$ cat src/rtl/chunk_dispatch_pkg.sv
// rtl/chunk_dispatch_pkg.sv - default widths, FSM state and descriptor type for chunk_dispatcher
package chunk_dispatch_pkg;

  localparam int DEF_VCHANNELBITS = 3;
  localparam int DEF_SLAVEBITS    = 2;
  localparam int DEF_CHUNKBITS    = 9;
  localparam int DEF_INDEXBITS    = 32;

  typedef enum logic [0:0] {
    ST_IDLE  = 1'b0,
    ST_ISSUE = 1'b1
  } state_t;

  // Descriptor as popped from the index FIFO (default widths).
  typedef struct packed {
    logic [DEF_CHUNKBITS-1:0] id;
    logic [DEF_INDEXBITS-1:0] start;
    logic [DEF_INDEXBITS-1:0] stop;
  } chunk_desc_t;

endpackage

$ cat src/rtl/chunk_dispatcher_free_pool.sv
// rtl/chunk_dispatcher_free_pool.sv - busy bitmap with circular first-free search and double-free detect
module free_pool #(
  parameter int IDXBITS = 2
) (
  input  logic                      clk,
  input  logic                      rst,
  input  logic                      alloc,
  input  logic                      free_valid,
  input  logic [IDXBITS-1:0]        free_idx,
  input  logic [IDXBITS-1:0]        start_idx,
  output logic [IDXBITS-1:0]        grant_idx,
  output logic                      any_free,
  output logic [(2**IDXBITS)-1:0]   busy,
  output logic                      double_free
);

  localparam int N = 2**IDXBITS;

  logic found;

  // First free entry at or after start_idx, wrapping around the pool.
  always_comb begin
    grant_idx = '0;
    found     = 1'b0;
    for (int i = 0; i < N; i++) begin
      if (!found && !busy[start_idx + IDXBITS'(i)]) begin
        found     = 1'b1;
        grant_idx = start_idx + IDXBITS'(i);
      end
    end
  end

  assign any_free    = ~&busy;
  assign double_free = free_valid & ~busy[free_idx];

  // Free and allocate may land in the same edge; the grant comes from the
  // pre-edge bitmap so it never collides with a still-busy entry.
  always_ff @(posedge clk or negedge rst) begin
    if (!rst) begin
      busy <= '0;
    end else begin
      if (free_valid) busy[free_idx]  <= 1'b0;
      if (alloc)      busy[grant_idx] <= 1'b1;
    end
  end

endmodule

$ cat src/rtl/chunk_dispatcher.sv
// rtl/chunk_dispatcher.sv - allocates a slave and VC per chunk descriptor; CHUNK_DISPATCH_RR_EN selects round-robin slaves
module chunk_dispatcher
  import chunk_dispatch_pkg::*;
#(
  parameter int VCHANNELBITS = DEF_VCHANNELBITS,
  parameter int SLAVEBITS    = DEF_SLAVEBITS,
  parameter int CHUNKBITS    = DEF_CHUNKBITS,
  parameter int INDEXBITS    = DEF_INDEXBITS
) (
  input  logic                           clk,
  input  logic                           rst,
  input  logic                           chunk_valid,
  output logic                           chunk_ready,
  input  logic [CHUNKBITS-1:0]           chunk_id,
  input  logic [INDEXBITS-1:0]           chunk_start,
  input  logic [INDEXBITS-1:0]           chunk_end,
  output logic                           disp_valid,
  input  logic                           disp_ready,
  output logic [SLAVEBITS-1:0]           disp_slave,
  output logic [VCHANNELBITS-1:0]        disp_vc,
  output logic [CHUNKBITS-1:0]           disp_id,
  output logic [INDEXBITS-1:0]           disp_start,
  output logic [INDEXBITS-1:0]           disp_end,
  input  logic                           done_valid,
  input  logic [SLAVEBITS-1:0]           done_slave,
  input  logic [VCHANNELBITS-1:0]        done_vc,
  output logic [(2**SLAVEBITS)-1:0]      slave_busy,
  output logic [(2**VCHANNELBITS)-1:0]   vc_busy,
  output logic [VCHANNELBITS:0]          in_flight,
  output logic                           err_double_free
);

  localparam int IFW = VCHANNELBITS + 1;

  state_t                  state, state_next;
  logic [SLAVEBITS-1:0]    slave_grant, slave_start;
  logic [VCHANNELBITS-1:0] vc_grant;
  logic                    slave_any, vc_any;
  logic                    slave_dbl, vc_dbl;
  logic                    vc_freed;

  free_pool #(.IDXBITS(SLAVEBITS)) u_slave_pool (
    .clk         (clk),
    .rst         (rst),
    .alloc       (chunk_ready),
    .free_valid  (done_valid),
    .free_idx    (done_slave),
    .start_idx   (slave_start),
    .grant_idx   (slave_grant),
    .any_free    (slave_any),
    .busy        (slave_busy),
    .double_free (slave_dbl)
  );

  free_pool #(.IDXBITS(VCHANNELBITS)) u_vc_pool (
    .clk         (clk),
    .rst         (rst),
    .alloc       (chunk_ready),
    .free_valid  (done_valid),
    .free_idx    (done_vc),
    .start_idx   ('0),
    .grant_idx   (vc_grant),
    .any_free    (vc_any),
    .busy        (vc_busy),
    .double_free (vc_dbl)
  );

`ifdef CHUNK_DISPATCH_RR_EN
  logic [SLAVEBITS-1:0] last_granted;

  // Remember the most recently granted slave so the next search starts past it.
  always_ff @(posedge clk or negedge rst) begin
    if (!rst)             last_granted <= '0;
    else if (chunk_ready) last_granted <= slave_grant;
  end

  assign slave_start = last_granted + SLAVEBITS'(1);
`else
  assign slave_start = '0;
`endif

  // State register.
  always_ff @(posedge clk or negedge rst) begin
    if (!rst) state <= ST_IDLE;
    else      state <= state_next;
  end

  // Next state: accept a descriptor, then hold until the slave side takes it.
  always_comb begin
    state_next = state;
    case (state)
      ST_IDLE:  if (chunk_ready) state_next = ST_ISSUE;
      ST_ISSUE: if (disp_ready)  state_next = ST_IDLE;
      default:  state_next = ST_IDLE;
    endcase
  end

  // Outputs: pop only when both a slave and a VC are available; rst gates the pop directly.
  always_comb begin
    chunk_ready = rst & (state == ST_IDLE) & chunk_valid & slave_any & vc_any;
    disp_valid  = (state == ST_ISSUE);
  end

  // Capture the descriptor and its allocation; held stable through ISSUE.
  always_ff @(posedge clk or negedge rst) begin
    if (!rst) begin
      disp_slave <= '0;
      disp_vc    <= '0;
      disp_id    <= '0;
      disp_start <= '0;
      disp_end   <= '0;
    end else if (chunk_ready) begin
      disp_slave <= slave_grant;
      disp_vc    <= vc_grant;
      disp_id    <= chunk_id;
      disp_start <= chunk_start;
      disp_end   <= chunk_end;
    end
  end

  // A completion naming an idle VC frees nothing, so it must not decrement.
  assign vc_freed = done_valid & ~vc_dbl;

  // Track popcount(vc_busy) incrementally.
  always_ff @(posedge clk or negedge rst) begin
    if (!rst) begin
      in_flight <= '0;
    end else begin
      case ({chunk_ready, vc_freed})
        2'b10:   in_flight <= in_flight + IFW'(1);
        2'b01:   in_flight <= in_flight - IFW'(1);
        default: in_flight <= in_flight;
      endcase
    end
  end

  // Sticky error for a completion that names an unallocated slave or VC.
  always_ff @(posedge clk or negedge rst) begin
    if (!rst)                      err_double_free <= 1'b0;
    else if (slave_dbl | vc_dbl)   err_double_free <= 1'b1;
  end

endmodule

$ cat config.mk
export PLATFORM = sky130hd
export DESIGN_NAME = chunk_dispatcher
export DESIGN_NICKNAME = d
export VERILOG_FILES = /design/src/rtl/chunk_dispatch_pkg.sv /design/src/rtl/chunk_dispatcher_free_pool.sv /design/src/rtl/chunk_dispatcher.sv
export SDC_FILE = /design/constraint.sdc
export NUM_CORES = 1
export LEC_CHECK = 0
export CORE_MARGIN = 3
export CORE_UTILIZATION = 46
export DETAILED_ROUTE_END_ITERATION = 7
export PLACE_DENSITY = 0.86
export SYNTH_ARGS = -nofsm -noshare
export SYNTH_HDL_FRONTEND = slang
export SYNTH_SLANG_ARGS = --single-unit
$ cat constraint.sdc
create_clock -name clk -period 6.2 [get_ports clk]
set_input_delay 0.62 -clock clk [delete_from_list [all_inputs] [get_ports clk]]
set_output_delay 0.62 -clock clk [all_outputs]
set_load 0.1 [all_outputs]
# After elaboration in Yosys (flattened, before gate mapping)
# Cells that the tools add are included.
# Widths: inputs -> output; s select.
# word_totals
reg_bits	96
out_inout_bits	97
# op_classes
add_sub_neg	2
magnitude_cmp	8
eq_ne	2
muxes	40
bitwise_logic	18
reduce_logical	37
# op_table
op	n
$logic_not 1->1	20
$mux 1	20
$mux 8	2
$logic_and 1x1->1	14
$mux 3	4
$and 8x8->8	1
$lt 3x4->1 const B	2
$mux 2	4
$mux 4	2
$not 8->8	1
$or 8x8->8	1
$pmux 4 s2	1
$reduce_and 8->1	1
$and 1x1->1	7
$demux 1 s3	2
$ge 3x1->1 const B	2
$lt 2x3->1 const B	2
$add 4x1->4 const B	1
$and 4x4->4	1
$demux 1 s2	2
$ge 2x1->1 const B	2
$not 1->1	4
$not 4->4	1
$or 4x4->4	1
9 further kinds	9

# Longest topological paths before layout
# logic_depth
depth_word	27
ltp_mapped	11
depth_no_buf	10

# Modules after synthesis
# From an unflattened synthesis, not the netlist that was laid out.
# unflattened
hier_cells	377
hier_area_um2	4829.6
# by_module_without_submodules
module	instances	cells_per_inst	area_each_um2	seq_area_each_um2
chunk_dispatcher	1	196	3208.1	2102.0
free_pool at u_vc_pool	1	150	1321.3	200.2
free_pool at u_slave_pool	1	31	300.3	100.1

# Worst setup path before layout
# No wires, ideal clock.
# synth_path
path_type	register to register
startpoint	register state, in the netlist disp_valid
endpoint	register in_flight[3]
setup_time_ns	0.126
arrival_time_ns	3.655
path_slack_ns	2.418
path_stages_with_launch	12
period_less_slack_ns	3.782
path_cell_list	dfrtp_1 nand3b_4 a41o_2 nor2_4 inv_8 buf_8 ha_1 ha_1 a21o_1 a2111oi_0 a31oi_1 a311o_1
# synth_via
elab_chain_len	7
elab_cells_between_ends	9
cone_classes	2 x eq/ne; 1 x mux; 5 x bitwise; 1 x reduce/logical
# synth_lines
item	line_no	source
start: declaration	chunk_dispatcher.sv:35	state_t state, state_next;
start signal: assignment	chunk_dispatcher.sv:85	else state <= state_next;
$not 1->1 (*)	chunk_dispatcher.sv:100	chunk_ready = rst & (state == ST_IDLE) & chunk_valid & slave_any & vc_any;
$and 1x1->1 (*) (4 in a row)	chunk_dispatcher.sv:100	
named net chunk_ready	chunk_dispatcher.sv:13	output logic chunk_ready,
$eq 2x1->1 or $eq 2x2->1 (tied branches)	chunk_dispatcher.sv:129	case ({chunk_ready, vc_freed})
$pmux 4 s2 or $reduce_bool 2->1 (tied branches)	--	
end signal: assignment	chunk_dispatcher.sv:130	2'b10: in_flight <= in_flight + IFW'(1);
end signal: assignment	chunk_dispatcher.sv:131	2'b01: in_flight <= in_flight - IFW'(1);
end signal: assignment	chunk_dispatcher.sv:132	default: in_flight <= in_flight;
end: declaration	chunk_dispatcher.sv:29	output logic [VCHANNELBITS:0] in_flight,
# The timed path passes the listed nets; every way through them passes the cells marked *.
# A chain may end at the register's enable or synchronous reset.

# Final worst setup path
# layout_path
startpoint	input port chunk_valid
endpoint	output port chunk_ready
# layout_via
elab_chain_len	3
# layout_lines
item	line_no	source
start: declaration	chunk_dispatcher.sv:12	input logic chunk_valid,
$and 1x1->1 (3 in a row)	chunk_dispatcher.sv:100	
end: declaration	chunk_dispatcher.sv:13	
# Every way passes these cells.

==> out/qor.yml <==
timing:
  rsz0062_at_grt: "no"
  fin_crit_sh: 0.573
  tightest_slew_ns: 1.01
  fin_worst_skew_ns: 0.0128
  slew_headroom: 0.326
  hold_ws_ns: 0.231
  fmax_ghz: 0.282
  setup_violations: 0
  hold_viol: 0
  finalCriticalPeriod_ns: 3.55
  fin_tns_setup_ns: 0
  maxSlewViolCount: 0
logic_synthesis:
  synth_warnings: 0
  synth_top_area_share: 0.551
  synth_largest_area_cell: "dfrtp_1"
  synth.net_count: 367
  synth_edf_count: 0
  synth_common_cells: "dfrtp_1, mux2_4, o21ai_0"
  ys_types: 42
  yosysSeqAreaShare: 0.551
  ys.flop_type: "dfrtp_1"
  syn_area_per_cell_um2: 15.6
  synthTopCellsByArea: "dfrtp_1, mux2_4, buf_12"
  syn_area_um2: 4360
  yosysMostFrequentCell: "dfrtp_1"
  netlist_instances: 280
  synth-seq-cells: 96
  ys_async_sr_fraction: 1.00
placement:
  portBuffers: 179
  gp_congestion: 0.869
  post-dp-hpwl_um: 7380
  dp_cells: 577
  post_dp_cell_area_um2: 6160
critical_path:
  crit_start: "chunk_valid"
  reg2regPathDepth: 10
  crit_path_end: "chunk_ready"
  crit_fanout: 9
  r2r_start: "u_vc_pool.busy[1]"
  worst_setup_path_start_kind: "input port"
  cp.arrival_ns: 2.93
  path_delay_family: "buffers and inverters"
  path_cells: "clkdlybuf4s50_1 > nand3b_4 > a41o_2 > nor2_4 > clkdlybuf4s50_1"
  path_depth: 5
  r2r_end: "in_flight[3]"
  end_kind: "output port"
  slowest_delay_ns: 1.18
  path_class: "input port to output port"
  path_common_cell: "clkdlybuf4s50_1"
  crit_required_ns: 5.58
  critPathBufInv: 2
  slowest_stage: "clkdlybuf4s50_1"
  reg2reg_slack_ns: 2.74
clock_tree:
  cts-root-buf: "clkbuf_8"
  cts_resized: 0
  htree_levels: 3
  clock_latency_ns: 0.35
  clockBufferDepth: 2
  post_cts_buffers: 0
  cts_tree: "done"
  clk_pin_slew_ns: 0.09
  hold_buffers: 0
  clock-sinks: 96
  cts_made_buffers: 9
floorplan:
  core_area_um2: 8980
  dieHeight_um: 103
  fp.dieW_um: 103
  boundaryPins: 180
  die_area_um2: 10700
  start_util: 0.486
  rows: 34
global_routing:
  grt_max_degree: 82
  grt_use_total: 0.183
  antenna_found_initial: 0
  grt_pass1_vias: 2954
  grt_overflow: 0
  grt_pass1_wl_um: 15200
layout:
  finalInstanceArea_um2: 6350
  syn2layout_area_growth_pct: 45.5
  diodes: 0
  n_fill_cell: 610
  nets: 549
  drive_gt1_frac: 0.214
  final_cells: 593
drt:
  wl_per_cell_um: 17.3
  drtIter0Drc: 53
  wl_um: 10200
  vias: 2937
  ant_nets: 0
  drc: 0
  drt_pre_antenna_iters: 4
  routed_via_density: 4.95
power_and_ir_drop:
  p_sw_mw: 1.74
  pwr-share-comb: 0.597
  swShare: 0.543
  ir_drop_mv: 0.316
  p_clk_frac: 0.120
  p_seq_frac: 0.283
  power_per_cell_area_nw_per_um2: 506
  power_leakage_nw: 2.87
  power_mw: 3.21
  internal-power_mw: 1.47
worst_hold_path:
  hp-class: "input port to asynchronous set/reset pin"
run:
  maxCapViolations: 0
outcome:
  status: "completed"
worst min-delay path by stage:
stage,cells after the start,slack [ns],end,start
floorplan,0,0.32,disp_end[0],rst
global placement,2,0.47,err_double_free,err_double_free
detailed placement,1,0.49,disp_end[9],disp_end[9]
CTS,1,0.23,disp_end[6],rst
global route,1,0.25,disp_end[6],rst
finish,1,0.23,disp_start[10],rst
area by class of cell:
cell class	count	area, um^2	share of cell area
flip-flops and latches	96	2400	0.378
repair buffers	180	1800	0.283
multi-input cells	167	1760	0.278
well taps	126	158	0.0248
clock buffers	11	151	0.0238
clock inverters	5	40.0	0.00631
inverters	8	37.5	0.00591
cells by family after synthesis:
logic type	count (synthesis)	share of synthesized area
flops	96	0.551
mux	79	0.271
compound gates	42	0.0605
simple gates	40	0.0556
buf+inv	17	0.0450
fa+ha+maj	4	0.0132
xor+xnor	2	0.00402
stage by stage:
stage | utilization | setup slack, ns
after floorplan | - | 2.42
after detailed placement | 0.686 | 2.34
after global placement | 0.686 | 2.43
final | 0.707 | 2.65
after CTS | 0.707 | 2.65
after global routing | 0.707 | 2.47
power by group through the flow:
stage / Sequential [mW] / Combinational, mW / Clock [mW]
final: 0.909 / 1.92 / 0.386
after global routing: 0.931 / 1.97 / 0.422
after CTS: 0.908 / 1.93 / 0.397
after detailed placement: 0.915 / 1.92 / 0
after global placement: 0.912 / 1.91 / 0
after floorplan: 2.03 / 0.334 / 0
flip-flops by register name, indices dropped and copies added, names as in the netlist:
name               cells
disp_slave             2
disp_vc                3
u_slave_pool.busy      4
in_flight              4
disp_valid             1
disp_start            32
err_double_free        1
disp_id                9
disp_end              32
u_vc_pool.busy         8
cells in the final DEF, fill, tap and decap left out, types with 2 or more instances in the layout:
| master | n |
|---|---|
| nand2_1 | 14 |
| clkinvlp_4 | 3 |
| clkbuf_8 | 11 |
| mux2_2 | 2 |
| nand3b_1 | 3 |
| nand4_1 | 2 |
| o21ai_0 | 23 |
| nand2_2 | 2 |
| inv_1 | 7 |
| nand2b_1 | 4 |
| nor3_1 | 2 |
| nand3_1 | 2 |
| clkdlybuf4s50_1 | 178 |
| nor2_1 | 4 |
| buf_4 | 2 |
| ha_1 | 3 |
| o21a_1 | 2 |
| dfrtp_1 | 96 |
| mux2i_1 | 3 |
| mux2_4 | 72 |
| o31ai_1 | 8 |
layer usage:
metal | vias up | GRT usage | routed length (um) | part of all wire
met5 | - | 0 | 0 | 0
met3 | 11 | 0.0409 | 730 | 0.071
met2 | 127 | 0.296 | 5070 | 0.50
met4 | 0 | 0.0538 | 110 | 0.011
met1 | 1426 | 0.249 | 4330 | 0.42
li1 | 1373 | - | - | -
Power figures use the tool's default switching activity.
